<file path="config.mk">
export PLATFORM = sky130hd
export DESIGN_NAME = spy_port_responder
export DESIGN_NICKNAME = d
export VERILOG_FILES = /design/src/rtl/spy_pkg.sv /design/src/rtl/spy_port_responder_step_fsm.sv /design/src/rtl/spy_port_responder.sv
export SDC_FILE = /design/constraint.sdc
export NUM_CORES = 1
export LEC_CHECK = 0
export BUFFER_PORTS_ARGS = -buffer_cell sky130_fd_sc_hd__clkbuf_2
export CORE_ASPECT_RATIO = 0.5
export CORE_UTILIZATION = 50
export CTS_CLUSTER_DIAMETER = 50
export DETAILED_ROUTE_END_ITERATION = 12
export GPL_TIMING_DRIVEN = 0
export PLACE_DENSITY_LB_ADDON = 0.25
export SLEW_MARGIN = 20
export SYNTH_ARGS = -nofsm -noshare
export SYNTH_HDL_FRONTEND = slang
export SYNTH_SLANG_ARGS = --single-unit
</file>
<file path="constraint.sdc">
create_clock -name clk -period 3.6 [get_ports clk]
set_input_delay 0.36 -clock clk [delete_from_list [all_inputs] [get_ports clk]]
set_output_delay 0.36 -clock clk [all_outputs]
set_load 0.005 [all_outputs]
</file>
<file path="src/rtl/spy_pkg.sv">
// Shared definitions for the spy debug port: register map, ctrl/status
// bit positions and the single-step FSM state encoding.
package spy_pkg;

  localparam logic [3:0] SPY_IR0     = 4'd0;
  localparam logic [3:0] SPY_IR1     = 4'd1;
  localparam logic [3:0] SPY_IR2     = 4'd2;
  localparam logic [3:0] SPY_CTRL    = 4'd3;
  localparam logic [3:0] SPY_STATUS  = 4'd4;
  localparam logic [3:0] SPY_LPC     = 4'd5;
  localparam logic [3:0] SPY_OBUS_LO = 4'd6;
  localparam logic [3:0] SPY_OBUS_HI = 4'd7;

  localparam int CTRL_RUN   = 0;
  localparam int CTRL_STEP  = 1;
  localparam int CTRL_NOOP  = 2;
  localparam int CTRL_DEBUG = 3;

  localparam int ST_BUSY    = 0;
  localparam int ST_DONE    = 1;
  localparam int ST_OVERRUN = 2;
  localparam int ST_TIMEOUT = 3;

  typedef enum logic [1:0] {
    S_IDLE,
    S_STEP,
    S_WAIT,
    S_CAP
  } step_state_e;

endpackage

</file>
<file path="src/rtl/spy_port_responder_step_fsm.sv">
// Single-step sequencer: pulses cpu_step, waits for a fetch_done rising
// edge, then asserts cap_en for one cycle. Optional WAIT timeout under
// SPY_TIMEOUT_EN (limit TIMEOUT_CYC cycles).
// Ports: clk, reset, start, fetch_done -> busy, cpu_step, cap_en, timeout_hit.
module spy_step_fsm
  import spy_pkg::*;
#(
  parameter int unsigned TIMEOUT_CYC = 1024
) (
  input  logic clk,
  input  logic reset,
  input  logic start,
  input  logic fetch_done,
  output logic busy,
  output logic cpu_step,
  output logic cap_en,
  output logic timeout_hit
);

  step_state_e state, state_nx;
  logic        fetch_q;
  logic        fetch_rise;
  logic        expired;

  always_ff @(posedge clk) begin
    if (reset) begin
      state   <= S_IDLE;
      fetch_q <= 1'b0;
    end else begin
      state   <= state_nx;
      fetch_q <= fetch_done;
    end
  end

  assign fetch_rise = fetch_done & ~fetch_q;

`ifdef SPY_TIMEOUT_EN
  localparam int unsigned CW = $clog2(TIMEOUT_CYC + 1);
  logic [CW-1:0] cnt;

  // Counts cycles spent in WAIT; restarts on every entry.
  always_ff @(posedge clk) begin
    if (reset || state != S_WAIT) begin
      cnt <= '0;
    end else begin
      cnt <= cnt + CW'(1);
    end
  end

  assign expired = (state == S_WAIT) && !fetch_rise &&
                   (cnt == CW'(TIMEOUT_CYC - 1));
`else
  assign expired = 1'b0;
`endif

  always_comb begin
    state_nx    = state;
    cpu_step    = 1'b0;
    cap_en      = 1'b0;
    timeout_hit = 1'b0;
    unique case (state)
      S_IDLE: begin
        if (start) state_nx = S_STEP;
      end
      S_STEP: begin
        cpu_step = 1'b1;
        state_nx = S_WAIT;
      end
      S_WAIT: begin
        if (fetch_rise) begin
          state_nx = S_CAP;
        end else if (expired) begin
          state_nx    = S_IDLE;
          timeout_hit = 1'b1;
        end
      end
      S_CAP: begin
        cap_en   = 1'b1;
        state_nx = S_IDLE;
      end
      default: state_nx = S_IDLE;
    endcase
  end

  assign busy = (state != S_IDLE);

endmodule

</file>
<file path="src/rtl/spy_port_responder.sv">
// CPU side of the spy bus: IR/ctrl register file, status/PC/OBUS read mux.
// Ports: dbread/dbwrite/eadr/spy_din/spy_dout host side; ir, ir_sel,
// cpu_run, cpu_step, cpu_noop, fetch_done, obus, lpc core side.
// Optional macro SPY_TIMEOUT_EN enables the WAIT timeout.
module spy_port_responder
  import spy_pkg::*;
#(
  parameter int unsigned TIMEOUT_CYC = 1024
) (
  input  logic        clk,
  input  logic        reset,
  input  logic        dbread,
  input  logic        dbwrite,
  input  logic [3:0]  eadr,
  input  logic [15:0] spy_din,
  output logic [15:0] spy_dout,
  output logic [47:0] ir,
  output logic        ir_sel,
  output logic        cpu_run,
  output logic        cpu_step,
  output logic        cpu_noop,
  input  logic        fetch_done,
  input  logic [31:0] obus,
  input  logic [13:0] lpc
);

  logic [15:0] ctrl;
  logic [31:0] obus_snap;
  logic        step_done;
  logic        overrun;
  logic        timeout;
  logic        busy;
  logic        cap_en;
  logic        timeout_hit;
  logic        wr_ctrl;
  logic        rd_status;
  logic        start;
  logic [15:0] rd_data;

  assign wr_ctrl   = dbwrite && (eadr == SPY_CTRL);
  assign rd_status = dbread && (eadr == SPY_STATUS);
  // Run bit wins over step: a step only launches from a run=0 write.
  assign start     = wr_ctrl && !busy &&
                     spy_din[CTRL_STEP] && !spy_din[CTRL_RUN];

  spy_step_fsm #(
    .TIMEOUT_CYC (TIMEOUT_CYC)
  ) u_fsm (
    .clk         (clk),
    .reset       (reset),
    .start       (start),
    .fetch_done  (fetch_done),
    .busy        (busy),
    .cpu_step    (cpu_step),
    .cap_en      (cap_en),
    .timeout_hit (timeout_hit)
  );

  always_ff @(posedge clk) begin
    if (reset) begin
      ir        <= '0;
      ctrl      <= '0;
      obus_snap <= '0;
      step_done <= 1'b0;
      overrun   <= 1'b0;
      timeout   <= 1'b0;
    end else begin
      if (dbwrite) begin
        case (eadr)
          SPY_IR0: ir[15:0]  <= spy_din;
          SPY_IR1: ir[31:16] <= spy_din;
          SPY_IR2: ir[47:32] <= spy_din;
          default: ;
        endcase
      end
      if (wr_ctrl && !busy) ctrl <= spy_din;
      if (cap_en) obus_snap <= obus;
      // New events win over a same-cycle status read clear.
      step_done <= cap_en | (step_done & ~rd_status);
      overrun   <= (wr_ctrl & busy) | (overrun & ~rd_status);
      timeout   <= timeout_hit | (timeout & ~rd_status);
    end
  end

  always_comb begin
    rd_data = '0;
    case (eadr)
      SPY_IR0:     rd_data = ir[15:0];
      SPY_IR1:     rd_data = ir[31:16];
      SPY_IR2:     rd_data = ir[47:32];
      SPY_CTRL:    rd_data = ctrl;
      SPY_STATUS:  rd_data = {12'b0, timeout, overrun, step_done, busy};
      SPY_LPC:     rd_data = {2'b0, lpc};
      SPY_OBUS_LO: rd_data = obus_snap[15:0];
      SPY_OBUS_HI: rd_data = obus_snap[31:16];
      default:     rd_data = '0;
    endcase
  end

  assign spy_dout = dbread ? rd_data : 16'h0000;
  assign cpu_run  = ctrl[CTRL_RUN];
  assign cpu_noop = ctrl[CTRL_NOOP];
  assign ir_sel   = ctrl[CTRL_DEBUG];

endmodule

</file>
==> flow_metrics.py, run 1 <==
metrics = {
    "clock_network": {
        "cts_sinks": 102,
        "clkSlewWorstSetupHoldPaths_ns": 0.07,
        "ctsResizeCount": 0,
        "cts_max_level": 3,
        "hold_buffers": 0,
        "cts_made_buffers": 9,
        "root_buffer": "clkbuf_16",
        "tritoncts": "done",
        "postCtsSetupBuffers": 0,
        "clkLatencyLatePin_ns": 0.35,
        "clk_path_buf_depth": 2,
    },
    "setup_path": {
        "crit_fanout": 10,
        "critPathCaptureType": "output pin",
        "crit_type": "primary input to output pin",
        "required_ns": 3.24,
        "start_kind": "primary input",
        "worst_ep_arrival_time_ns": 2.05,
    },
    "placement": {
        "io_buffers": 136,
        "dpl_cell_area_um2": 5710,
        "hpwlAfterDp_um": 12600,
        "place.gp.congestion": 0.952,
    },
    "timing": {
        "min_period_ns": 2.41,
        "fmax_ghz": 0.415,
        "fin_worst_skew_ns": 0.00345,
        "setup_viol": 0,
        "hold_violations": 0,
        "tightest_slew_ns": 0.790,
        "rsz0062_at_grt": "false",
        "period_share_pct": 66.9,
        "slew-limit-headroom_pct": 47.4,
        "tns_ns": 0,
        "drv_slew": 0,
    },
    "die": {
        "die_h_um": 71.7,
        "die_w_um": 141,
        "rows": 25,
        "die_area_um2": 10100,
        "start_util_pct": 51.5,
        "core-area_um2": 9450,
        "io_pins": 139,
    },
    "global_route": {
        "grt_pass1_vias": 4283,
        "grt_overflow": 0,
        "globalRouteTotalUtil_pct": 33.3,
        "grt_pass1_wl_um": 24800,
        "antenna_found_initial": 0,
        "grt_max_degree": 19,
    },
    "synth": {
        "synth_top_area_share_pct": 42.0,
        "ys_top_cells_by_count": "nand2_1 (110), dfxtp_1 (102), nor2_1 (61)",
        "synth.distinct_cells": 46,
        "synth_nets": 623,
        "avgSynthCellArea_um2": 8.87,
        "syn_inst": 548,
        "ys_seq_elements": 102,
        "ys.flop_type": "dfxtp_1",
        "synth_edf_count": 0,
        "synth_top_area_cell": "dfxtp_1",
        "synth.area.top_cells": "dfxtp_1 (42%), mux2i_1 (11%), nand2_1 (8.5%), nor2_1 (4.7%), a21oi_1 (4.5%)",
        "async_reset_ff_share_pct": 0,
        "synth_area_um2": 4860,
        "ys_warn_count": 0,
        "post-synth-top-count-cell": "nand2_1",
        "yosysSeqAreaShare_pct": 42.0,
    },
    "route": {
        "vias_per_cell": 5.80,
        "firstDrtPassIters": 5,
        "route.vias.total": 4842,
        "postRouteAntennaNets": 0,
        "avgRoutedWirePerCell_um": 20.0,
        "drtIter0Drc": 458,
        "drt_wl_total_um": 16700,
        "drcViolationCount": 0,
    },
    "worst_hold_path": {
        "hold_class": "primary input to flop",
    },
    "job": {
        "drv_cap": 0,
    },
    "cells_and_area": {
        "drive_above_1_share_pct": 31.0,
        "finalNetCount": 770,
        "areaGrowthSynthToFinish_pct": 24.0,
        "final_util_pct": 63.8,
        "fin_area_um2": 6030,
        "diodes": 0,
    },
    "status": {
        "status": "finished clean",
    },
    "pwr": {
        "powerDensity_nw_per_um2": 403,
        "ir_worst_vdd_mv": 0.242,
        "p_leak_nw": 2.38,
    },
}
state kept, by name (all words and copies together), names as in the netlist:
name	cells
ctrl	16
step_done	1
overrun	1
obus_snap	32
timeout	1
u_fsm.fetch_q	1
ir	48
u_fsm.state	2
routing by layer:
| layer | track usage, % | part of all wire (%) | up-vias |
|---|---|---|---|
| li1 | - | - | 2198 |
| met1 | 48.0 | 45 | 2359 |
| met2 | 49.2 | 43 | 271 |
| met3 | 10.7 | 12 | 14 |
| met4 | 5.62 | 0.46 | 0 |
| met5 | 0 | 0 | - |
final timing paths:
check / startpoint / end / slack [ns] / depth (start not counted)
setup / recovery: eadr[0] / spy_dout[0] / 1.19 / 9
hold / removal: fetch_done / u_fsm.fetch_q$_SDFF_PP0_ / 0.22 / 3
setup reg to reg: u_fsm.state[0]$_SDFFE_PP0P_ / obus_snap[27]$_SDFFE_PP0P_ / 1.75 / 5
hold reg to reg: ir[16]$_SDFFE_PP0P_ / ir[16]$_SDFFE_PP0P_ / 0.47 / 2
cells in the final DEF, fill, tap and decap left out, types with 2 or more instances in the layout:
cell       synthesis  layout
nor2_1            61      61
o2bb2ai_1          2       2
a21oi_2           20      20
a22o_1            14      14
a22oi_1           14      14
mux2_2            10      10
nor3_4             2       2
nor3b_1            2       2
nand2_1          110     110
and2_1             2       2
clkbuf_2           0     136
buf_2             13      13
dfxtp_1          102     102
o21ai_0            5       5
nor2b_1            9       9
ha_1               4       4
mux4_2             5       5
a221oi_1           4       4
buf_4              2       2
clkbuf_1          17      17
a21o_1             4       4
clkbuf_16          0       9
and2b_1            2       2
inv_6              0       2
clkinv_4           0       2
a21oi_1           44      44
a32oi_1            6       6
nor3_1             3       3
mux2i_1           53      53
buf_6              7       7
inv_1              9       9
nand3_1            4       4
worst max-delay path, stage by stage:
cell      delay [ns]
clkbuf_2        0.10
buf_6           0.15
buf_2           0.29
buf_2           0.35
mux2i_1         0.34
nor2_1          0.11
a21oi_1         0.12
a21oi_1         0.09
clkbuf_2        0.13
cells by family (layout without fill, tap and decap cells):
family          Yosys count  in the layout  share of synthesized area [%]
simple gates            204            204                           18.1
compound gates          120            120                           17.5
flops                   102            102                           42.0
mux                      68             68                           15.5
buf+inv                  50            202                           5.77
fa+ha+maj                 4              4                           1.03
power by group:
| group | switching (W) | internal [W] | leakage, nW |
|---|---|---|---|
| clock network | 0.000455 | 0.000571 | 0.156 |
| logic | 0.000156 | 0.0000950 | 1.40 |
| registers | 0.0000130 | 0.00114 | 0.823 |
| total | 0.000623 | 0.00181 | 2.38 |
cell type report:
type / instances / area, um2
fill: 871 / 3420
multi-input combinational: 396 / 2540
sequential: 102 / 2040
clock buffer: 10 / 239
inverter: 9 / 33.8
timing repair buffer: 136 / 681
buffer: 41 / 246
clock inverter: 6 / 76.3
tap: 135 / 169
per-stage QoR:
| step | worst slack (ns) | hold WS (ns) | instances | power [W] |
|---|---|---|---|---|
| final | 1.19 | 0.221 | 835 | 0.00243 |
| after global routing | 1.16 | 0.251 | 835 | 0.00250 |
| after CTS | 1.27 | 0.224 | 835 | 0.00243 |
| after detailed placement | 1.26 | 0.462 | 819 | 0.00142 |
| after global placement | 1.23 | 0.460 | 819 | 0.00142 |
| after floorplan | 1.89 | 0.449 | 548 | 0.00131 |
(Power assumes the default switching activity.)
==> inputs of run 2 (changes only) <==
--- a/config.mk
+++ b/config.mk
@@ -5,6 +5,7 @@
 export SDC_FILE = /design/constraint.sdc
 export NUM_CORES = 1
 export LEC_CHECK = 0
+export ABC_AREA = 1
 export BUFFER_PORTS_ARGS = -buffer_cell sky130_fd_sc_hd__clkbuf_2
 export CORE_ASPECT_RATIO = 0.5
 export CORE_UTILIZATION = 50
==> constraint.sdc (replaced) <==
create_clock -name clk -period 2.25 [get_ports clk]
set_input_delay 0.225 -clock clk [delete_from_list [all_inputs] [get_ports clk]]
set_output_delay 0.225 -clock clk [all_outputs]
set_load 0.005 [all_outputs]
==> run 2 against run 1 <==
Effect of this change: sequential power up 72%; critical path depth decreased by 1; final cell count increased by 8.0%; register-to-register slack lost 1.2 ns; count of clock-buffer cells in the layout up 2; largest cell class is now registers; largest power group unchanged.
==> flow_metrics.py, run 2 <==
metrics = {
    "synth": {
        "synth_area_um2": 4470,
        "synthXorXnorAreaFrac_pct": 0,
        "synth_top_area_cell": "dfxtp_1",
        "synth_compound_area_share_pct": 24.2,
        "synth.area.top_cells": "dfxtp_1 (46%), o21ai_0 (12%), nor2_1 (9.3%), a21oi_1 (9.1%), nand2_1 (6.4%)",
        "synth_top_area_share_pct": 45.7,
        "syn_inst": 636,
        "ys_top_cells_by_count": "nor2_1 (111), o21ai_0 (110), dfxtp_1 (102)",
        "yosysSeqAreaShare_pct": 45.7,
        "ys_warn_count": 0,
        "post-synth-top-count-cell": "nor2_1",
        "synth.distinct_cells": 22,
        "avgSynthCellArea_um2": 7.02,
        "ys.flop_type": "dfxtp_1",
        "synth_edf_count": 0,
        "async_reset_ff_share_pct": 0,
        "synth_top_family_by_area": "compound AO/OA/AOI/OAI gates",
        "synth_simple_gate_area_share_pct": 19.2,
        "synth_nets": 711,
        "muxShareOfSynthArea_pct": 0,
        "ys_seq_elements": 102,
        "synthAdderAreaFrac_pct": 1.12,
    },
    "cells_and_area": {
        "finalNetCount": 860,
        "drive_above_1_share_pct": 22.9,
        "final_util_pct": 67.5,
        "top_regs": "ir (48), obus_snap (32), ctrl (16)",
        "final_common_cell": "clkbuf_2",
        "largest_reg_flops": 48,
        "areaGrowthSynthToFinish_pct": 25.8,
        "top_register": "ir",
        "mostFrequentLayoutCells": "clkbuf_2 (139), nor2_1 (111), o21ai_0 (110), dfxtp_1 (102), a21oi_1 (81)",
        "diodes": 0,
        "fillers": 748,
    },
    "die": {
        "rows": 23,
        "core-area_um2": 8320,
        "die_w_um": 136,
        "die_area_um2": 9340,
        "die_h_um": 68.8,
        "io_pins": 139,
        "start_util_pct": 53.7,
    },
    "job": {
        "drv_cap": 0,
    },
    "clock_network": {
        "clkSlewWorstSetupHoldPaths_ns": 0.07,
        "root_buffer": "clkbuf_16",
        "clk_path_buf_depth": 2,
        "cts_made_buffers": 9,
        "postCtsSetupBuffers": 0,
        "cts_sinks": 102,
        "ctsResizeCount": 0,
        "cts_max_level": 3,
        "clkLatencyLatePin_ns": 0.35,
        "tritoncts": "done",
        "hold_buffers": 0,
    },
    "route": {
        "drcViolationCount": 0,
        "firstDrtPassIters": 5,
        "avgRoutedWirePerCell_um": 16.8,
        "drtIter0Drc": 489,
        "postRouteAntennaNets": 0,
        "route.vias.total": 4939,
        "vias_per_cell": 5.48,
        "drt_wl_total_um": 15200,
    },
    "timing": {
        "fin_worst_skew_ns": 0.00553,
        "rsz0062_at_grt": "false",
        "fin_ws_ns": 0.156,
        "slew-limit-headroom_pct": 51.2,
        "drv_slew": 0,
        "setup_viol": 0,
        "tns_ns": 0,
        "period_share_pct": 93.1,
        "min_period_ns": 2.09,
        "hold_violations": 0,
        "fmax_ghz": 0.478,
        "tightest_slew_ns": 0.732,
    },
    "pwr": {
        "ir_worst_vdd_mv": 0.432,
        "p_leak_nw": 2.53,
        "powerDensity_nw_per_um2": 754,
    },
    "setup_path": {
        "max_stage_delay_ns": 0.31,
        "critPathCaptureType": "output pin",
        "start_kind": "primary input",
        "crit_type": "primary input to output pin",
        "crit_chain": "clkbuf_2 -> nor2_4 -> nand2_1 -> buf_2 -> o22ai_1 -> nor2_1 -> a31oi_1 -> clkbuf_2",
        "critical-path-top-delay-family": "buffers and inverters",
        "worst_ep_arrival_time_ns": 1.87,
        "path_buf_inv": 3,
        "crit_fanout": 10,
        "required_ns": 2.03,
        "cp_common_cell": "clkbuf_2",
        "crit_slowest_cell": "buf_2",
    },
    "status": {
        "status": "finished clean",
    },
    "global_route": {
        "grt_pass1_vias": 4514,
        "globalRouteTotalUtil_pct": 33.9,
        "grt_overflow": 0,
        "antenna_found_initial": 0,
        "grt_pass1_wl_um": 23000,
        "grt_max_degree": 17,
    },
    "placement": {
        "post-place-ws_ns": 0.291,
        "place.gp.congestion": 0.892,
        "io_buffers": 138,
        "hpwlAfterDp_um": 10800,
    },
    "worst_hold_path": {
        "hold_class": "primary input to flop",
    },
}
run 2: cell families (layout without fill, tap and decap cells):
| logic type | count (synthesis) | count (layout) |
|---|---|---|
| flops | 102 | 102 |
| compound gates | 211 | 211 |
| simple gates | 214 | 214 |
| buf+inv | 105 | 259 |
| fa+ha+maj | 4 | 4 |
run 2: worst register-to-register path, stage by stage, from the launching register on:
cell and delay [ns]:
dfxtp_1 0.38, ha_1 0.20, buf_2 0.22, clkinv_1 0.28, clkbuf_1 0.33, nor2_1 0.17
nor2_1 0.06
run 2: path summary, 6_finish.rpt:
check	cells after the start	slack, ns	start	end
worst max-delay path	8	0.16	eadr[3]	spy_dout[15]
worst min-delay path	3	0.08	fetch_done	u_fsm.fetch_q$_SDFF_PP0_
worst max register to register	6	0.51	u_fsm.state[1]$_SDFFE_PP0P_	obus_snap[26]$_SDFFE_PP0P_
worst min register to register	2	0.46	timeout$_SDFF_PP0_	timeout$_SDFF_PP0_
run 2: layout make-up:
type | count | area [um2] | share of cell area (%)
Buffer | 36 | 173 | 3.07
Clock buffer | 12 | 267 | 4.74
Clock inverter | 4 | 53.8 | 0.958
Inverter | 69 | 259 | 4.61
Multi-Input combinational cell | 429 | 1990 | 35.5
Sequential cell | 102 | 2040 | 36.4
Tap cell | 112 | 140 | 2.49
Timing Repair Buffer | 138 | 691 | 12.3
run 2: per-stage QoR:
step                      total power, W  hold WS, ns  cells  instance area, um2
after CTS                        0.00422       0.0823    902                5620
after global placement           0.00259        0.444    886                5300
after floorplan                  0.00237        0.294    636                4470
after global routing             0.00441       0.0934    902                5620
after detailed placement         0.00261        0.445    886                5300
final                            0.00424       0.0830    902                5620
run 2: metal layers:
layer / global-route usage [%] / vias to the layer above / share of wire (%)
met4: 10.1 / 0 / 1.1
li1: - / 2378 / -
met1: 44.8 / 2256 / 44
met3: 10.1 / 19 / 11
met2: 53.9 / 286 / 44
met5: 0 / - / 0
run 2: where the power goes:
| part | leakage (nW) | internal [W] | total, W | switching [W] |
|---|---|---|---|---|
| logic | 1.56 | 0.000211 | 0.000601 | 0.000390 |
| clock network | 0.151 | 0.000956 | 0.00166 | 0.000699 |
| registers | 0.825 | 0.00192 | 0.00198 | 0.0000615 |
| total | 2.53 | 0.00308 | 0.00424 | 0.00115 |
==> inputs of run 3 (changes only) <==
--- a/config.mk
+++ b/config.mk
@@ -8,7 +8,7 @@
 export ABC_AREA = 1
 export BUFFER_PORTS_ARGS = -buffer_cell sky130_fd_sc_hd__clkbuf_2
 export CORE_ASPECT_RATIO = 0.5
-export CORE_UTILIZATION = 50
+export CORE_UTILIZATION = 45
 export CTS_CLUSTER_DIAMETER = 50
 export DETAILED_ROUTE_END_ITERATION = 12
 export GPL_TIMING_DRIVEN = 0
==> run 3 against run 2 <==
Effect of this change: worst setup slack worse by 0.012 ns; via count down 0.14%; final area rose by 0.42%; clock skew rose by 0.0022 ns; sequential power about the same; power is 0.42% higher; count of clock-buffer cells in the layout decreased by 2; combinational power is essentially flat; first-iteration DRC count grew 14%; utilization shrank 8.4 points; critical path type unchanged; largest cell class unchanged; highest routed layer unchanged.
==> flow_metrics.py, run 3 (synthesis gave the netlist of run 2 again) <==
metrics = {
    "die": {
        "die_area_um2": 10400,
        "start_util_pct": 46.8,
        "core-area_um2": 9540,
        "io_pins": 139,
        "die_h_um": 72.4,
        "die_w_um": 143,
        "rows": 25,
    },
    "pwr": {
        "ir_worst_vdd_mv": 0.435,
        "p_leak_nw": 2.53,
        "powerDensity_nw_per_um2": 754,
    },
    "cells_and_area": {
        "final_common_cell": "clkbuf_2",
        "finalNetCount": 860,
        "diodes": 0,
        "fin_area_um2": 5640,
        "top_regs": "ir (48), obus_snap (32), ctrl (16)",
        "mostFrequentLayoutCells": "clkbuf_2 (139), nor2_1 (111), o21ai_0 (110), dfxtp_1 (102), a21oi_1 (81)",
        "top_register": "ir",
        "largest_reg_flops": 48,
        "drive_above_1_share_pct": 22.8,
        "areaGrowthSynthToFinish_pct": 26.3,
    },
    "setup_path": {
        "crit_type": "primary input to output pin",
        "cp_common_cell": "clkbuf_2",
        "required_ns": 2.03,
        "r2r-start": "u_fsm.state[1]$_SDFFE_PP0P_",
        "start_kind": "primary input",
        "crit_fanout": 10,
        "critical-path-top-delay-family": "simple AND/OR/NAND/NOR gates",
        "path_buf_inv": 3,
        "max_stage_delay_ns": 0.35,
        "crit_chain": "clkbuf_2 -> nor2_4 -> nand2_1 -> buf_2 -> o22ai_1 -> nor2_1 -> a31oi_1 -> clkbuf_2",
        "reg2reg_depth": 6,
        "crit_slowest_cell": "buf_2",
        "worst_ep_arrival_time_ns": 1.88,
        "reg2reg_slack_ns": 0.54,
        "r2r-end": "obus_snap[25]$_SDFFE_PP0P_",
        "critPathCaptureType": "output pin",
    },
    "clock_network": {
        "postCtsSetupBuffers": 0,
        "clkSlewWorstSetupHoldPaths_ns": 0.07,
        "cts_made_buffers": 9,
        "clk_path_buf_depth": 2,
        "ctsResizeCount": 0,
        "tritoncts": "done",
        "root_buffer": "clkbuf_16",
        "hold_buffers": 0,
        "cts_max_level": 3,
        "clkLatencyLatePin_ns": 0.35,
        "cts_sinks": 102,
    },
    "timing": {
        "drv_slew": 0,
        "tightest_slew_ns": 0.708,
        "setup_viol": 0,
        "tns_ns": 0,
        "period_share_pct": 93.6,
        "slew-limit-headroom_pct": 52.8,
        "fmax_ghz": 0.475,
        "fin_worst_skew_ns": 0.00777,
        "min_period_ns": 2.11,
        "hold_violations": 0,
        "rsz0062_at_grt": "false",
    },
    "status": {
        "status": "finished clean",
    },
    "route": {
        "drtIter0Drc": 557,
        "vias_per_cell": 5.33,
        "firstDrtPassIters": 7,
        "drcViolationCount": 0,
        "drt_wl_total_um": 15100,
        "postRouteAntennaNets": 0,
        "route.vias.total": 4932,
        "avgRoutedWirePerCell_um": 16.3,
    },
    "placement": {
        "place.gp.congestion": 0.898,
        "io_buffers": 138,
        "dpl_cell_area_um2": 5330,
        "hpwlAfterDp_um": 10900,
    },
    "worst_hold_path": {
        "hold_class": "primary input to flop",
        "min_path_cells": 3,
        "hold_path_end": "u_fsm.fetch_q$_SDFF_PP0_",
        "min_from": "fetch_done",
    },
    "global_route": {
        "grt_pass1_wl_um": 22700,
        "globalRouteTotalUtil_pct": 29.6,
        "grt_overflow": 0,
        "grt_pass1_vias": 4378,
        "grt_max_degree": 17,
        "antenna_found_initial": 0,
    },
    "job": {
        "drv_cap": 0,
    },
}
[run 3: cell type report]
class                      instances  area (um2)
buffer                            36         173
tap                              135         169
multi-input combinational        429        1990
fill                             959        3900
timing repair buffer             138         691
inverter                          69         259
clock inverter                     6        86.3
clock buffer                      10         229
sequential                       102        2040
[run 3: layer usage]
metal | GRT usage, % | routed length (um)
met1 | 41.5 | 6500
met2 | 45.3 | 6480
met3 | 7.72 | 1820
met4 | 7.41 | 272
met5 | 0 | 0
[run 3: per-stage QoR]
stage	hold WS (ns)	instances	setup slack [ns]	power (W)	util, %
after floorplan	0.294	636	0.932	0.00237	-
after global placement	0.442	909	0.243	0.00259	55.8
after detailed placement	0.447	909	0.244	0.00261	55.8
after CTS	0.0861	925	0.239	0.00424	59.1
after global routing	0.0857	925	0.0689	0.00442	59.1
final	0.0856	925	0.145	0.00425	59.1
[run 3: worst max-delay path by stage]
stage                     cells past startpoint  slack, ns                        start                    endpoint
after CTS                                     8       0.24                      eadr[3]                spy_dout[15]
after detailed placement                      8       0.24                      eadr[3]                spy_dout[15]
after global placement                        8       0.24                      eadr[3]                spy_dout[15]
after floorplan                               6       0.93  u_fsm.state[1]$_SDFFE_PP0P_  obus_snap[25]$_SDFFE_PP0P_
after global routing                          8       0.07                      eadr[3]                spy_dout[15]
final                                         8       0.14                      eadr[3]                spy_dout[15]
[run 3: tightest hold or removal path: stages]
cell      delay, ns
clkbuf_2       0.08
inv_1          0.05
nor2_1         0.04
[run 3: report_power, final]
| group | switching, W | internal, W | leakage, nW |
|---|---|---|---|
| clock network | 0.000698 | 0.000974 | 0.152 |
| registers | 0.0000620 | 0.00192 | 0.825 |
| logic | 0.000389 | 0.000213 | 1.56 |
| total | 0.00115 | 0.00310 | 2.53 |
